File: src/rtl/verificador_compuertas_pkg.sv
// Shared definitions for the gate-test response checker: FSM state encoding
// and default widths.
package verificador_compuertas_pkg;

    typedef enum logic [1:0] {
        ST_IDLE = 2'b00,
        ST_RUN  = 2'b01,
        ST_PASS = 2'b10,
        ST_FAIL = 2'b11
    } estado_t;

    localparam int WIDTH_DEF = 3;
    localparam int CNT_W_DEF = 8;

    // Reduction-OR of a sample difference word, kept as a helper so the FSM reads cleanly.
    function automatic logic hay_fallo(input logic [31:0] diff_word);
        return |diff_word;
    endfunction

endpackage

File: src/rtl/verificador_compuertas_contador_saturado.sv
// Saturating up-counter with synchronous clear; clear has priority over increment.
module contador_saturado #(
    parameter int CNT_W = 8
) (
    input  logic             clk,
    input  logic             reset_L,
    input  logic             clr,
    input  logic             inc,
    output logic [CNT_W-1:0] count
);

    localparam logic [CNT_W-1:0] CNT_MAX = {CNT_W{1'b1}};
    localparam logic [CNT_W-1:0] CNT_ONE = {{(CNT_W-1){1'b0}}, 1'b1};

    // Count register: holds at all-ones instead of wrapping.
    always_ff @(posedge clk or negedge reset_L) begin
        if (!reset_L) begin
            count <= {CNT_W{1'b0}};
        end else if (clr) begin
            count <= {CNT_W{1'b0}};
        end else if (inc && (count != CNT_MAX)) begin
            count <= count + CNT_ONE;
        end else begin
            count <= count;
        end
    end

endmodule

File: src/rtl/verificador_compuertas.sv
// Self-checking responder: compares expected vs obtained gate outputs per
// sample, tracks counts and the first failure, and reports PASS/FAIL.
module verificador_compuertas
    import verificador_compuertas_pkg::*;
#(
    parameter int WIDTH = WIDTH_DEF,
    parameter int CNT_W = CNT_W_DEF
) (
    input  logic             clk,
    input  logic             reset_L,
    input  logic             start,
    input  logic             valid,
    input  logic             last,
    input  logic [WIDTH-1:0] exp,
    input  logic [WIDTH-1:0] got,
    output logic             busy,
    output logic             mismatch,
    output logic             error,
    output logic [WIDTH-1:0] first_mask,
    output logic [CNT_W-1:0] first_idx,
    output logic [CNT_W-1:0] sample_count,
    output logic [CNT_W-1:0] error_count,
    output logic             done,
    output logic             pass
);

    estado_t          state_r;
    logic [WIDTH-1:0] diff_s;
    logic             fallo_s;
    logic             muestra_s;
    logic             clr_s;
    logic             inc_err_s;

    // Per-sample difference and counter controls; a restart clears the counters on the entering edge.
    always_comb begin
        diff_s    = exp ^ got;
        fallo_s   = hay_fallo(32'(diff_s));
        muestra_s = (state_r == ST_RUN) && valid;
        clr_s     = start && (state_r != ST_RUN);
        inc_err_s = muestra_s && fallo_s;
    end

    contador_saturado #(.CNT_W(CNT_W)) u_cnt_muestras (
        .clk     (clk),
        .reset_L (reset_L),
        .clr     (clr_s),
        .inc     (muestra_s),
        .count   (sample_count)
    );

    contador_saturado #(.CNT_W(CNT_W)) u_cnt_errores (
        .clk     (clk),
        .reset_L (reset_L),
        .clr     (clr_s),
        .inc     (inc_err_s),
        .count   (error_count)
    );

    // Run-control FSM with registered status flags and first-failure capture.
    always_ff @(posedge clk or negedge reset_L) begin
        if (!reset_L) begin
            state_r    <= ST_IDLE;
            busy       <= 1'b0;
            done       <= 1'b0;
            pass       <= 1'b0;
            error      <= 1'b0;
            mismatch   <= 1'b0;
            first_mask <= {WIDTH{1'b0}};
            first_idx  <= {CNT_W{1'b0}};
        end else begin
            mismatch <= inc_err_s;
            case (state_r)
                ST_RUN: begin
                    if (valid) begin
                        if (fallo_s) begin
                            error <= 1'b1;
                            // sample_count is still the pre-increment index here
                            if (!error) begin
                                first_mask <= diff_s;
                                first_idx  <= sample_count;
                            end
                        end
                        if (last) begin
                            state_r <= (error || fallo_s) ? ST_FAIL : ST_PASS;
                            busy    <= 1'b0;
                            done    <= 1'b1;
                            pass    <= !(error || fallo_s);
                        end
                    end
                end
                ST_IDLE, ST_PASS, ST_FAIL: begin
                    if (start) begin
                        state_r    <= ST_RUN;
                        busy       <= 1'b1;
                        done       <= 1'b0;
                        pass       <= 1'b0;
                        error      <= 1'b0;
                        first_mask <= {WIDTH{1'b0}};
                        first_idx  <= {CNT_W{1'b0}};
                    end
                end
                default: begin
                    state_r <= ST_IDLE;
                    busy    <= 1'b0;
                    done    <= 1'b0;
                    pass    <= 1'b0;
                end
            endcase
        end
    end

endmodule
File: config.mk
export PLATFORM = sky130hd
export DESIGN_NAME = verificador_compuertas
export DESIGN_NICKNAME = d
export VERILOG_FILES = /design/src/rtl/verificador_compuertas_pkg.sv /design/src/rtl/verificador_compuertas_contador_saturado.sv /design/src/rtl/verificador_compuertas.sv
export SDC_FILE = /design/constraint.sdc
export NUM_CORES = 1
export LEC_CHECK = 0
export CORE_UTILIZATION = 25
export DETAILED_ROUTE_END_ITERATION = 16
export HOLD_SLACK_MARGIN = 0.12
export PLACE_DENSITY_LB_ADDON = 0.2
export SLEW_MARGIN = 25
export SYNTH_ARGS = -nofsm -noshare
export SYNTH_HDL_FRONTEND = slang
export SYNTH_SLANG_ARGS = --single-unit
File: constraint.sdc
create_clock -name clk -period 2.05 [get_ports clk]
set_clock_uncertainty 0.2 [all_clocks]
set_input_delay 0.41 -clock clk [delete_from_list [all_inputs] [get_ports clk]]
set_output_delay 0.41 -clock clk [all_outputs]
set_load 0.1 [all_outputs]
==> results of run 1 <==
## cells in the mapped netlist (2+ instances only)
cell type | count | area [sq um]
nor3_1 | 2 | 10.0
a31o_2 | 3 | 26.3
a21oi_1 | 3 | 15.0
ha_1 | 2 | 25.0
o21ai_0 | 6 | 30.0
dfrtp_1 | 33 | 826
nand3_1 | 14 | 70.1
nand4_1 | 3 | 18.8
mux2_2 | 2 | 22.5
and2_1 | 2 | 12.5
nor2_1 | 13 | 48.8
nand2_1 | 22 | 82.6
mux2i_1 | 11 | 110
buf_6 | 4 | 45.0
buf_2 | 2 | 10.0
inv_1 | 13 | 48.8
xnor2_1 | 5 | 43.8
a31oi_1 | 2 | 12.5
o31ai_1 | 3 | 22.5
o211ai_1 | 2 | 15.0
mux2_4 | 2 | 30.0
## power by group through the flow
stage          combinational (mW)  sequential, mW  clock, mW
2_1_floorplan               0.294            1.87          0
3_3_place_gp                 1.94            1.01          0
3_5_place_dp                 1.95            1.01          0
4_1_cts                      1.95           0.997      0.524
5_1_grt                      2.01            1.01      0.553
6_report                     1.94           0.994      0.507
## stage by stage
step / setup slack [ns] / instance area (sq um) / setup TNS [ns] / utilization, %
CTS: 0.102 / 2730 / 0 / 42.6
detailed placement: -0.194 / 2640 / -2.52 / 41.2
global placement: -0.214 / 2640 / -2.75 / 41.2
global route: 0.0314 / 2740 / 0 / 42.7
floorplan: -0.0986 / 1720 / -0.145 / -
finish: 0.129 / 2740 / 0 / 42.7
## metal layers
metal / vias to the layer above / wire length, um / global-route usage (%)
met5: - / 0 / 0
met4: 0 / 47 / 4.23
met3: 5 / 127 / 2.77
met2: 30 / 1750 / 17.4
met1: 653 / 1960 / 16.2
li1: 697 / - / -
## logic make-up (layout without fill, tap and decap cells)
group,Yosys count,count (layout),synth area share (%)
simple gates,66,66,19.1
compound gates,25,25,10.8
fa+ha+maj,2,2,1.50
mux,15,15,9.72
buf+inv,21,83,6.88
flops,33,33,49.4
xor+xnor,5,5,2.62
## sequential cells by signal, summed over array words and instances (netlist names)
name                  cells
first_idx                 8
u_cnt_errores.count       8
u_cnt_muestras.count      8
first_mask                3
state_r                   2
busy                      1
error                     1
mismatch                  1
pass                      1
## layout by cell type, fill, tap and decap left out, types with 2 or more instances in the layout
cell	synthesis	layout
dfrtp_4	0	5
mux2i_1	11	11
nand4_1	3	3
mux2_2	2	2
a31o_2	3	3
nand2_1	22	22
o31ai_1	3	3
dfrtp_1	33	15
nand3_1	14	14
inv_1	13	13
o211ai_1	2	2
dfrtp_2	0	13
and2_4	1	2
a21oi_1	3	3
buf_4	1	20
buf_12	0	32
nor2_1	13	13
nor3_1	2	2
xnor2_1	5	5
clkbuf_1	1	2
clkbuf_8	0	6
a31oi_1	2	2
clkdlybuf4s50_1	0	10
mux2_4	2	2
o21ai_0	6	6
## path summary, 6_finish.rpt
path / startpoint / end / slack, ns / depth (start not counted)
worst min-delay path: reset_L / mismatch$_DFF_PN0_ / 0.34 / 2
worst max register to register: u_cnt_errores.count[0]$_DFFE_PN0P_ / u_cnt_errores.count[6]$_DFFE_PN0P_ / 0.14 / 5
worst max-delay path: exp[1] / u_cnt_errores.count[7]$_DFFE_PN0P_ / 0.13 / 8
min in group clk: u_cnt_errores.count[2]$_DFFE_PN0P_ / u_cnt_errores.count[2]$_DFFE_PN0P_ / 0.36 / 1
max in group asynchronous: reset_L / u_cnt_muestras.count[1]$_DFFE_PN0P_ / 0.98 / 2
worst min register to register: u_cnt_errores.count[2]$_DFFE_PN0P_ / u_cnt_errores.count[2]$_DFFE_PN0P_ / 0.36 / 1
## area by class of cell
cell class,count,area (sq um)
well taps,77,96.3
inverters,13,48.8
fillers,610,3680
flip-flops and latches,33,861
repair buffers,62,891
multi-input cells,113,757
clock buffers,8,90.1
==> results.cfg, run 1 <==
[status]
status = finished with violations
failed_checks = DRC

[clock_network]
cts_max_level = 2
clk_pin_slew_ns = 0.07
clkLatencyLatePin_ns = 0.28
cts_hold_buf = 0
clock_path_buffers = 2
cts-resized-gates = 0
cts.sinks = 33
cts_buffers = 5
cts_tree = built
cts_setup_buffers = 0
cts_root_buf = clkbuf_8

[layout]
synthToLayoutAreaGrowth_pct = 64.0
drive_gt1_share_pct = 38.9
num_antenna_cells = 0
final-instance-count-excl-fill = 306
nets = 241

[yosys]
ys_warn_count = 0
synthDistinctLibCells = 39
yosys_most_used_dff = dfrtp_1
ys_seq_area_share_pct = 49.4
synth_edf_count = 0
synth_area_sq_um = 1670
syn_avg_cell_area_sq_um = 10.0
ys_ff_latch = 33
syn_inst = 167
synth_fp_nets = 180
ys_async_sr_fraction_pct = 100

[route]
firstDrtPassIters = 10
drcViolationCount = 2
dr_total_vias = 1385
antenna_left = 0
drt-initial-drc-count = 109
post_drt_wl_per_cell_um = 12.7
vias_per_cell = 4.53
routed_wirelength_um = 3880

[grt]
grt_max_degree = 34
grt_pass1_vias = 1338
track_usage_pct = 11.6
antenna_found_initial = 0
gr-total-overflow = 0
grt_first_pass_wirelength_um = 6490

[power_and_ir_drop]
power_frac_clock_pct = 14.7
p_sw_share_pct = 47.7
p_per_area_nw_per_um2 = 1250
p_int_mw = 1.80
seq_power_share_pct = 28.9
comb_power_share_pct = 56.4
p_leak_nw = 1.14
vdd_drop_max_uv = 684
netSwitchingPower_mw = 1.64
report.power.total_mw = 3.44

[floorplanning]
coreArea_sq_um = 6420
die_area_sq_um = 7020
fp.dieW_um = 83.8
io_pins = 43
dieHeight_um = 83.8
rows = 29
initial_utilization_pct = 26.0

[place]
io_buffers = 42
place_hpwl_um = 2870
gp_congestion = 0.799
placed_cells = 298

[setup_path]
critical_path_class = primary input to flop
crit_buf_inv = 4
critPathSlowestCell = clkdlybuf4s50_1
path_delay_family = buffers and inverters
max_stage_delay_ns = 0.42
crit_top_cell = buf_4
crit_path_cell_trace = clkdlybuf4s50_1 > xnor2_1 > buf_4 > a31oi_1 > buf_4 > and2_4 > buf_4 > mux2i_1
critPathLaunchType = primary input
crit_path_end_kind = flop
crit_arrival_ns = 1.92
cp_max_fo = 7
required_ns = 2.05

[sta]
rsz0062_at_grt = no
holdWs_ns = 0.337
finalHoldViolCount = 0
drv_slew = 0
slew_headroom_pct = 69.5
max_freq_ghz = 0.520
min_period_ns = 1.92
period_share_pct = 93.7
tightestPinTransition_ns = 0.456
setup_viol = 0

[job]
maxCapViolCount = 0

[worst_hold_path]
worstHoldPathType = primary input to async pin
Note: power is estimated with default switching activity, not from simulation.
==> inputs of run 2 (changes only) <==
--- a/config.mk
+++ b/config.mk
@@ -9,7 +9,8 @@
 export DETAILED_ROUTE_END_ITERATION = 16
 export HOLD_SLACK_MARGIN = 0.12
 export PLACE_DENSITY_LB_ADDON = 0.2
-export SLEW_MARGIN = 25
+export SLEW_MARGIN = 30
 export SYNTH_ARGS = -nofsm -noshare
 export SYNTH_HDL_FRONTEND = slang
+export SYNTH_HIERARCHICAL = 1
 export SYNTH_SLANG_ARGS = --single-unit
==> run 2 against run 1 <==
Net effect: the run now ends clean; die area increased by 10%; total power increased by 6.9%; wire length increased by 26%; clock power increased by 3%; critical path depth decreased by 1; largest cell class is now multi-input gates.
==> results.cfg, run 2 <==
[status]
status = completed

[clock_network]
cts_root_buf = clkbuf_8
cts_tree = built
cts_max_level = 2
cts_setup_buffers = 0
cts_hold_buf = 0
clock_path_buffers = 2
clk_pin_slew_ns = 0.07
cts_buffers = 5
clkLatencyLatePin_ns = 0.29
cts.sinks = 33

[power_and_ir_drop]
p_int_mw = 1.87
netSwitchingPower_mw = 1.81
comb_power_share_pct = 56.7
power_frac_clock_pct = 14.2
seq_power_share_pct = 29.1
report.power.total_mw = 3.68
vdd_drop_max_uv = 812
p_per_area_nw_per_um2 = 1230
p_sw_share_pct = 49.2
p_leak_nw = 1.24

[place]
io_buffers = 42
place_hpwl_um = 3440
placed_cells = 339
gp_congestion = 0.767
dp_slack_ns = -0.367

[setup_path]
path_delay_family = simple AND/OR/NAND/NOR gates
crit_path_cell_trace = clkdlybuf4s50_1 > xnor2_2 > and3_4 > nor2_4 > nand3_2 > or3_1 > a211oi_1
cp_max_fo = 5
crit_start = got[0]
cp-endpoint = u_cnt_errores/count[7]$_DFFE_PN0P_
r2r_start = state_r[1]$_DFFE_PN0P_
required_ns = 2.05
crit_cells = 7
critical_path_class = primary input to flop
r2r-end = u_cnt_errores/count[7]$_DFFE_PN0P_
worst-r2r-setup-slack_ns = 0.05
critPathLaunchType = primary input
crit_buf_inv = 1
crit_arrival_ns = 2.03
max_stage_delay_ns = 0.45
reg2reg_depth = 6
critPathSlowestCell = clkdlybuf4s50_1
crit_path_end_kind = flop

[layout]
fillers = 673
synthToLayoutAreaGrowth_pct = 62.5
num_antenna_cells = 0
nets = 263
drive_gt1_share_pct = 37.5
final-instance-count-excl-fill = 347
reg_top3 = first_idx x8, u_cnt_errores/count x8, u_cnt_muestras/count x8
mostFrequentLayoutCell = buf_12
final_cell_mix = buf_12 (33), dfrtp_1 (21), nor2_1 (18), buf_4 (18), inv_1 (16)

[route]
drt-initial-drc-count = 64
routed_wirelength_um = 4880
post_drt_wl_per_cell_um = 14.1
firstDrtPassIters = 4
vias_per_cell = 4.82
antenna_left = 0
dr_total_vias = 1673
drcViolationCount = 0

[yosys]
netlist.top_cell.by_area = dfrtp_1
ys_seq_area_share_pct = 44.7
synthDistinctLibCells = 41
synthTopCellsByArea = dfrtp_1 (45%), a211oi_1 (4.9%), nor2_1 (3.9%)
syn_inst = 192
synth_most_common_cell = dfrtp_1
synth_area_sq_um = 1850
synth_common_cells = dfrtp_1 (33), nor2_1 (19), inv_1 (17), a211oi_1 (12), a21oi_1 (9)
synth_fp_nets = 205
yosys_most_used_dff = dfrtp_1
ys_warn_count = 6
synth_top_area_share_pct = 44.7
syn_avg_cell_area_sq_um = 9.62
ys_async_sr_fraction_pct = 100
ys_ff_latch = 33
synth_edf_count = 0

[sta]
period_share_pct = 98.7
setup_viol = 0
layout_setup_ws_ns = 0.0266
max_freq_ghz = 0.494
holdWs_ns = 0.336
finalHoldViolCount = 0
min_period_ns = 2.02
rsz0062_at_grt = yes
drv_slew = 0
slew_headroom_pct = 70.1
tightestPinTransition_ns = 0.448

[floorplanning]
initial_utilization_pct = 26.5
die_area_sq_um = 7740
io_pins = 43
rows = 30
fp.dieW_um = 88.0
coreArea_sq_um = 6980
dieHeight_um = 88.0

[grt]
gr-total-overflow = 0
grt_max_degree = 34
grt_first_pass_wirelength_um = 7930
track_usage_pct = 13.9
antenna_found_initial = 0
grt_pass1_vias = 1557

[worst_hold_path]
worstHoldPathType = primary input to async pin

[job]
maxCapViolCount = 0
## run 2: how the worst min path moves through the flow
stage	start	endpoint	slack [ns]	cells past startpoint
2_1_floorplan	reset_L	busy$_DFFE_PN0P_	-0.09	0
3_3_place_gp	error$_DFFE_PN0P_	error$_DFFE_PN0P_	0.38	1
3_5_place_dp	error$_DFFE_PN0P_	error$_DFFE_PN0P_	0.38	1
4_1_cts	reset_L	u_cnt_errores/count[0]$_DFFE_PN0P_	0.35	2
5_1_grt	reset_L	u_cnt_errores/count[0]$_DFFE_PN0P_	0.37	2
6_report	reset_L	u_cnt_errores/count[7]$_DFFE_PN0P_	0.34	2
## run 2: per-layer routing
layer / track usage, % / vias up / wire length (um)
met3: 3.96 / 7 / 219
met2: 21.8 / 38 / 2270
met1: 18.3 / 812 / 2320
li1: - / 816 / -
met4: 4.92 / 0 / 70
met5: 0 / - / 0
## run 2: cells by family (layout without fill, tap and decap cells)
| kind of cell | Yosys count | in the layout | share of synthesized area (%) |
|---|---|---|---|
| buf+inv | 27 | 86 | 6.71 |
| simple gates | 74 | 74 | 22.4 |
| xor+xnor | 3 | 3 | 1.42 |
| fa+ha+maj | 2 | 2 | 1.35 |
| mux | 7 | 7 | 4.06 |
| compound gates | 46 | 46 | 19.3 |
| flops | 33 | 33 | 44.7 |
## run 2: area by class of cell
class                   instances  area, sq um  area share, %
multi-input cells             132          985           32.8
repair buffers                 61          891           29.7
flip-flops and latches         33          851           28.4
well taps                      96          120           4.00
clock buffers                   8         90.1           3.00
inverters                      17         63.8           2.13
## run 2: timing repair
item / in CTS / in global routing
gates resized for setup: 4 / 4
gates cloned: 0 / 0
endpoints found under the setup margin: 2 / 3
pin swaps: 0 / 0
## run 2: power by group through the flow
stage               combinational, mW  clock [mW]  sequential, mW
floorplan                       0.392           0            1.95
global placement                 2.08           0            1.09
detailed placement               2.09           0            1.08
CTS                              2.10       0.544            1.08
global route                     2.18       0.570            1.10
finish                           2.09       0.521            1.07
## run 2: stage by stage
stage	area (sq um)	util, %	setup TNS [ns]
final	3000	43.0	0
after CTS	2990	42.9	0
after global placement	2910	41.6	-3.13
after detailed placement	2910	41.6	-3.39
after global routing	3000	43.0	-0.0198
after floorplan	1960	-	-0.0232
==> inputs of run 3 (changes only) <==
--- a/config.mk
+++ b/config.mk
@@ -8,6 +8,7 @@
 export CORE_UTILIZATION = 25
 export DETAILED_ROUTE_END_ITERATION = 16
 export HOLD_SLACK_MARGIN = 0.12
+export MAX_ROUTING_LAYER = met4
 export PLACE_DENSITY_LB_ADDON = 0.2
 export SLEW_MARGIN = 30
 export SYNTH_ARGS = -nofsm -noshare
==> run 3 against run 2 <==
Net effect: die area stayed put; critical path depth unchanged; flip-flop and latch count did not move; worst setup slack gained 0.022 ns; register-to-register slack better by 0.07 ns; via count up 0.60%; final cell count increased by 0.29%; maximum frequency increased by 1.1%; utilization up 0.27 points; critical path type unchanged; critical endpoint unchanged; largest power group unchanged.
==> results.cfg, run 3 (synthesis results as in run 2) <==
[job]
maxCapViolCount = 0

[route]
post_drt_wl_per_cell_um = 14.1
vias_per_cell = 4.84
drcViolationCount = 0
antenna_left = 0
drt-initial-drc-count = 52
routed_wirelength_um = 4920
firstDrtPassIters = 4
dr_total_vias = 1683

[status]
status = completed

[layout]
design_area_sq_um = 3020
final_cell_mix = buf_12 (33), dfrtp_1 (21), buf_4 (19), nor2_1 (18), inv_1 (16)
drive_gt1_share_pct = 38.5
final_util_pct = 43.2
reg_top3 = first_idx x8, u_cnt_errores/count x8, u_cnt_muestras/count x8
nets = 264
synthToLayoutAreaGrowth_pct = 63.5
num_antenna_cells = 0
mostFrequentLayoutCell = buf_12

[setup_path]
critical_path_class = primary input to flop
crit_arrival_ns = 2.01
critPathSlowestCell = clkdlybuf4s50_1
required_ns = 2.06
crit_path_end_kind = flop
crit_path_cell_trace = clkdlybuf4s50_1 > xnor2_2 > and3_4 > nor2_4 > nand3_2 > or3_1 > a211oi_2
worst-r2r-setup-slack_ns = 0.12
r2r-end = u_cnt_errores/count[7]$_DFFE_PN0P_
critPathLaunchType = primary input
crit_buf_inv = 1
path_delay_family = simple AND/OR/NAND/NOR gates
reg2reg_depth = 6
cp_max_fo = 5
max_stage_delay_ns = 0.45
r2r_start = state_r[1]$_DFFE_PN0P_

[place]
dp_slack_ns = -0.367
place_area_sq_um = 2910
place_hpwl_um = 3440
gp_congestion = 0.777
io_buffers = 42

[power_and_ir_drop]
seq_power_share_pct = 29.1
power_frac_clock_pct = 14.1
p_int_mw = 1.87
vdd_drop_max_uv = 814
p_leak_nw = 1.25
p_sw_share_pct = 49.2
comb_power_share_pct = 56.8
p_per_area_nw_per_um2 = 1220
netSwitchingPower_mw = 1.81

[grt]
gr-total-overflow = 0
grt_first_pass_wirelength_um = 7920
grt_pass1_vias = 1553
antenna_found_initial = 0
track_usage_pct = 14.3
grt_max_degree = 34

[sta]
min_period_ns = 2.00
layout_setup_ws_ns = 0.0487
period_share_pct = 97.6
max_freq_ghz = 0.500
finalHoldViolCount = 0
slew_headroom_pct = 70.1
setup_viol = 0
drv_slew = 0
tightestPinTransition_ns = 0.449

[floorplanning]
io_pins = 43
rows = 30
dieHeight_um = 88.0
coreArea_sq_um = 6980
fp.dieW_um = 88.0
die_area_sq_um = 7740
initial_utilization_pct = 26.5

[clock_network]
clock_path_buffers = 2
cts_hold_buf = 0
cts_buffers = 5
cts_tree = built
clk_pin_slew_ns = 0.07
cts.sinks = 33
clkLatencyLatePin_ns = 0.29
cts_max_level = 2
cts_root_buf = clkbuf_8

[worst_hold_path]
worstHoldPathType = primary input to async pin
==> run 3: worst max-delay path by stage <==
stage	from	end	depth (start not counted)
after global placement	got[1]	u_cnt_errores/count[7]$_DFFE_PN0P_	7
after detailed placement	got[1]	u_cnt_errores/count[7]$_DFFE_PN0P_	7
after CTS	got[0]	u_cnt_errores/count[7]$_DFFE_PN0P_	7
final	got[0]	u_cnt_errores/count[7]$_DFFE_PN0P_	7
after global routing	got[0]	u_cnt_errores/count[5]$_DFFE_PN0P_	8
after floorplan	got[1]	u_cnt_errores/count[7]$_DFFE_PN0P_	9
==> run 3: power by group through the flow <==
| stage | registers, mW | logic, mW | clock network, mW |
|---|---|---|---|
| after detailed placement | 1.08 | 2.09 | 0 |
| after global placement | 1.09 | 2.08 | 0 |
| after global routing | 1.10 | 2.18 | 0.566 |
| final | 1.07 | 2.09 | 0.521 |
| after floorplan | 1.95 | 0.392 | 0 |
| after CTS | 1.08 | 2.10 | 0.544 |
==> run 3: worst register-to-register path: cells and delay by family (launching register included) <==
kind | cells | cell delay (ns)
DFF | 1 | 0.54
and+or+nand+nor | 5 | 0.94
AOI/OAI and AO/OA | 1 | 0.18
==> run 3: cell type report <==
class	count	area (sq um)
fill	670	3960
multi-input combinational	132	996
timing repair buffer	62	898
sequential	33	851
tap	96	120
clock buffer	8	90.1
inverter	17	63.8
==> run 3: layer usage <==
metal  wire length (um)  GRT usage (%)  vias to the layer above  part of all wire [%]
met3                223           3.11                        7                   4.5
li1                   -              -                      818                     -
met1               2310           18.5                      810                    47
met2               2320           21.8                       48                    47
met5                  0              -                        -                     0
met4                 75           5.81                        0                   1.5
==> run 3: timing repair <==
item | 4_1_cts | 5_1_grt
setup endpoints to repair | 2 | 4
resized for setup | 4 | 6
buffers inserted | 0 | 1
gates cloned | 0 | 0
pin swaps | 0 | 2
==> run 3: stage by stage <==
stage               power (mW)   TNS, ns  std cells  hold WS (ns)
global placement          3.18     -3.13        339         0.377
CTS                       3.72         0        347         0.354
global route              3.85  -0.00221        348         0.373
finish                    3.69         0        348         0.337
detailed placement        3.18     -3.39        339         0.378
floorplan                 2.34   -0.0232        192       -0.0856
